--- config.mk ---
export PLATFORM = sky130hd
export DESIGN_NAME = colparity_ctrl
export DESIGN_NICKNAME = d
export VERILOG_FILES = /design/src/rtl/colparity_ctrl.sv
export SDC_FILE = /design/constraint.sdc
export NUM_CORES = 1
export LEC_CHECK = 0
export ABC_AREA = 1
export BUFFER_PORTS_ARGS = -buffer_cell sky130_fd_sc_hd__buf_2
export CORE_UTILIZATION = 48
export CTS_CLUSTER_SIZE = 14
export DETAILED_ROUTE_END_ITERATION = 8
export GPL_TIMING_DRIVEN = 0
export PLACE_DENSITY = 0.77
export SLEW_MARGIN = 20
export SYNTH_ARGS = -nofsm -noshare
export SYNTH_HDL_FRONTEND = slang
export SYNTH_SLANG_ARGS = --single-unit
export TNS_END_PERCENT = 20
--- constraint.sdc ---
create_clock -name clk -period 1.5 [get_ports clk]
set_input_delay 0.075 -clock clk [delete_from_list [all_inputs] [get_ports clk]]
set_output_delay 0.075 -clock clk [all_outputs]
set_load 0.005 [all_outputs]
--- src/rtl/colparity_ctrl.sv ---
// Column-parity (theta C-plane) sequencer: preloads slice NUM_SLICES-1, then walks slices 0..NUM_SLICES-1.
// Optional COLPARITY_STALL_EN adds a `stall` input that holds the WR state.
module colparity_ctrl #(
   parameter int NUM_SLICES = 64,
   parameter int ADDR_W     = 6,
   parameter int MEM_LAT    = 1,
   parameter int IDX_W      = 10
) (
   input  logic              clk,
   input  logic              rst,
   input  logic              start,
`ifdef COLPARITY_STALL_EN
   input  logic              stall,
`endif
   input  logic [IDX_W-1:0]  file_idx_i,
   output logic              mem_rd,
   output logic [ADDR_W-1:0] mem_addr,
   output logic              ld_cur,
   output logic              ld_prev,
   output logic              write_file,
   output logic [IDX_W-1:0]  file_index,
   output logic              busy,
   output logic              done
);

   // state   | meaning
   // IDLE    | waiting for start
   // PRE_RD  | read slice NUM_SLICES-1 (neighbour of slice 0)
   // PRE_WT  | memory latency wait for preload
   // PRE_CAP | capture preload into current-parity register
   // PRE_SH  | shift preload into previous-parity register, z=0
   // RD      | read slice z
   // WT      | memory latency wait
   // CAP     | capture slice z into current-parity register
   // WR      | write slice z to file, shift current into previous
   // DONE    | one-cycle end-of-frame pulse
   typedef enum logic [3:0] {
      IDLE, PRE_RD, PRE_WT, PRE_CAP, PRE_SH, RD, WT, CAP, WR, DONE
   } state_e;

   localparam int WAIT_W = (MEM_LAT > 2) ? $clog2(MEM_LAT - 1) : 1;
   localparam logic [WAIT_W-1:0] WAIT_LOAD = WAIT_W'((MEM_LAT > 1) ? MEM_LAT - 2 : 0);
   localparam logic [ADDR_W-1:0] LAST_Z    = ADDR_W'(NUM_SLICES - 1);

   state_e              state_q, state_d;
   logic [ADDR_W-1:0]   z_q, z_d;
   logic [WAIT_W-1:0]   wait_q, wait_d;
   logic [IDX_W-1:0]    file_index_q, file_index_d;
   logic                stall_hold;

`ifdef COLPARITY_STALL_EN
   assign stall_hold = stall;
`else
   assign stall_hold = 1'b0;
`endif

   always_ff @(posedge clk or negedge rst) begin
      if (!rst) begin
         state_q      <= IDLE;
         z_q          <= '0;
         wait_q       <= '0;
         file_index_q <= '0;
      end else begin
         state_q      <= state_d;
         z_q          <= z_d;
         wait_q       <= wait_d;
         file_index_q <= file_index_d;
      end
   end

   always_comb begin
      state_d      = state_q;
      z_d          = z_q;
      wait_d       = wait_q;
      file_index_d = file_index_q;
      unique case (state_q)
         IDLE: begin
            if (start) begin
               state_d      = PRE_RD;
               file_index_d = file_idx_i;
            end
         end
         PRE_RD: begin
            wait_d  = WAIT_LOAD;
            state_d = (MEM_LAT > 1) ? PRE_WT : PRE_CAP;
         end
         PRE_WT: begin
            if (wait_q == '0) state_d = PRE_CAP;
            else              wait_d  = wait_q - 1'b1;
         end
         PRE_CAP: state_d = PRE_SH;
         PRE_SH: begin
            z_d     = '0;
            state_d = RD;
         end
         RD: begin
            wait_d  = WAIT_LOAD;
            state_d = (MEM_LAT > 1) ? WT : CAP;
         end
         WT: begin
            if (wait_q == '0) state_d = CAP;
            else              wait_d  = wait_q - 1'b1;
         end
         CAP: state_d = WR;
         WR: begin
            // terminal compare is on the slice counter, not on the wrapped read address
            if (!stall_hold) begin
               if (z_q == LAST_Z) begin
                  state_d = DONE;
               end else begin
                  z_d     = z_q + 1'b1;
                  state_d = RD;
               end
            end
         end
         DONE: begin
            z_d     = '0;
            state_d = IDLE;
         end
         default: state_d = IDLE;
      endcase
   end

   always_comb begin
      mem_rd     = 1'b0;
      mem_addr   = '0;
      ld_cur     = 1'b0;
      ld_prev    = 1'b0;
      write_file = 1'b0;
      done       = 1'b0;
      busy       = (state_q != IDLE);
      unique case (state_q)
         PRE_RD: begin
            mem_rd   = 1'b1;
            mem_addr = LAST_Z;
         end
         RD: begin
            mem_rd   = 1'b1;
            mem_addr = z_q;
         end
         PRE_CAP, CAP: ld_cur = 1'b1;
         PRE_SH:       ld_prev = 1'b1;
         WR: begin
            write_file = !stall_hold;
            ld_prev    = !stall_hold;
         end
         DONE: done = 1'b1;
         default: ;
      endcase
   end

   assign file_index = file_index_q;

endmodule

==> impl_metrics.ini <==
[layout]
fill_cells = 169
register_area_um2 = 501.7
diodes = 0
multi_input_area_um2 = 432.9
nets = 188
final_cell_mix = nand2_1, buf_2, dfrtp_1, inv_1, nor2_1
fin_util_pct = 66.41
design_area_mm2 = 0.001316
area_delta_synth_final_pct = 29.24
final_common_cell = nand2_1
drive_gt1_share_pct = 31.79

[die]
core.rowCount = 16
die_x_um = 48.07
num_io_pins = 35
fp.dieH_um = 48.07
initial_utilization_pct = 51.39
core_area_mm2 = 0.001982
die-area_mm2 = 0.002310

[worst_setup_path]
rr_endpoint = z_q[5]
reg2reg_depth = 7
slowest_delay_ps = 450
cp.depth = 5
path_max_fanout = 6
slowest_stage = dfrtp_1
crit_path_end_kind = primary output
regToRegStartpoint = state_q[1]
worstPathCellList = nand2_2 -> nor2_2 -> inv_2 -> a21oi_1 -> buf_2
critical_path_arrival_ps = 1360
crit_end = mem_addr[0]
cp_num_buf_inv = 2
r2r_slack_ps = 120
critPathTopFamily = flip-flops
critPathLaunchType = register
critPathKind = register to primary output
cp.required_ps = 1420
crit_start = state_q[0]

[place]
placed_area_mm2 = 0.001222
portBuffers = 34
preCtsSetupSlack_ps = 139.7
post-dp-hpwl_mm = 1.554
place.gp.congestion = 0.8320

[logic_synthesis]
syn_area_mm2 = 0.001018
synth_fp_nets = 145
synth_top_area_share_pct = 49.14
ys_top_cells_by_area = dfrtp_1, nand2_1, inv_1
syn_area_per_cell_um2 = 7.775
synthXorXnorAreaFrac_pct = 2.580
synthMuxAreaShare_pct = 0
synth_compound_area_share_pct = 9.337
synth.yosys.seq_area_share_pct = 49.14
synthDistinctLibCells = 19
synth_top_area_cell = dfrtp_1
synthAdderAreaFrac_pct = 1.229
yosys_register_bits = 20
ys_warn_count = 0
postSynthCellCount = 131
synth_top_family_by_area = simple AND/OR/NAND/NOR gates
synth-simple-area-share_pct = 29.12

[cts]
cts_max_level = 1
cts_buffer_depth = 2
cts_buffers = 3
cts_tree = built
numClockSinks = 20
root_buffer = clkbuf_4
clk_pin_slew_worst_paths_ps = 110
clock_latency_ps = 290

[timing]
skew_ps = 3.577
tightest_slew_ps = 445.9
hold_viol_final = 0
fin_ws_ps = 68.93
setup_viol = 0
rsz0062_at_grt = true
slew-limit-headroom_pct = 70.27
fmax_mhz = 698.8
finalCritPeriodShare_pct = 95.40
slew_violations = 0
min_period_ps = 1431

[drt]
ant_nets = 0
viasPerCell = 4.825
routedWlPerCell_um = 10.29
drc = 0
vias = 965
drt_iter0_drc = 18
wl_mm = 2.057
drtPass1Iterations = 4

[min_path]
worstHoldPathType = input pin to register

[power]
ir_drop_mv = 1.230
seqPwrFrac_pct = 38.3
clkPwrFrac_pct = 18.6
p_switching_mw = 0.8953
sw_frac_of_total_pct = 38.55
leakage_nw = 0.7750
p_int_mw = 1.427
power.density_mw_per_mm2 = 1765
combPwrFrac_pct = 43.1

[grt]
grt_pass1_vias = 752
gr-total-overflow = 0
grt_pass1_wl_mm = 3.167
antenna_found_initial = 0
grt_usage_pct = 19.89
grt_max_degree = 21

[outcome]
status = finished, final reports clean

[run]
max-cap-violations = 0
-- how the worst min path moves through the flow --
| stage | start | endpoint | slack (ps) | depth (start not counted) |
|---|---|---|---|---|
| after floorplan | rst | file_index[0] | -220 | 0 |
| after global placement | rst | state_q[3] | 40 | 1 |
| after detailed placement | rst | state_q[1] | 60 | 1 |
| after CTS | file_idx_i[6] | file_index[6] | 5 | 3 |
| after global routing | start | state_q[0] | 5 | 3 |
| final | file_idx_i[6] | file_index[6] | 20 | 3 |
-- cells by family after synthesis --
group,Yosys count
compound gates,17
xor+xnor,3
fa+ha+maj,1
buf+inv,23
flops,20
simple gates,67
-- stage by stage --
step / power (mW) / setup TNS [ps] / instances / hold slack (ps)
2_1_floorplan: 1.457 / 0 / 131 / -220.6
3_3_place_gp: 1.820 / 0 / 192 / 43.82
3_5_place_dp: 1.863 / 0 / 192 / 57.66
4_1_cts: 2.310 / 0 / 199 / 4.959
5_1_grt: 2.545 / -23.36 / 200 / 4.673
6_report: 2.323 / 0 / 200 / 18.23
-- cell type report --
cell class | count | area share (%)
flip-flops and latches | 20 | 38.12
multi-input cells | 88 | 32.89
repair buffers | 38 | 15.78
inverters | 21 | 5.989
well taps | 27 | 2.567
clock inverters | 1 | 2.281
clock buffers | 3 | 1.711
plain buffers | 2 | 0.6654
-- sequential cells by signal, summed over array words and instances (netlist names) --
| register | cells |
|---|---|
| state_q | 4 |
| file_index | 10 |
| z_q | 6 |
-- synth_stat cells (all sizes together) --
library cell / n
xor2: 3
nor2: 21
a21oi: 3
a22o: 1
inv: 21
clkbuf: 1
dfrtp: 20
nand4: 1
o21bai: 1
nand3: 6
nand2: 39
buf: 1
o21ai: 12
ha: 1
-- power groups by stage --
stage               Combinational, mW  Clock [mW]  Sequential (mW)
finish                           1.00       0.433            0.889
global route                     1.16       0.469            0.914
CTS                             0.969       0.448            0.892
detailed placement              0.967           0            0.896
global placement                0.929           0            0.892
floorplan                       0.563           0            0.894
-- worst reg2reg max path, stage by stage, from the launching register on --
cell	delay, ps
dfrtp_1	400
buf_4	150
nor2_4	170
nand2_2	120
nor2_4	250
nor2_4	80
nand2_1	70
nand2_1	50
-- per-layer routing --
layer	GRT usage, %	wire, um	vias to the layer above
met5	0	0	-
met4	8.333	13	0
met3	3.396	106	2
li1	-	-	486
met2	32.70	1022	39
met1	25.83	915	438
-- repair_timing --
item | in CTS | in global routing
endpoints found under the setup margin | 0 | 7
gates resized for setup | 0 | 3
endpoints found under the hold margin | 22 | 0
setup buffers | 0 | 1
hold buffers | 3 | 0
Power figures use the tool's default switching activity.
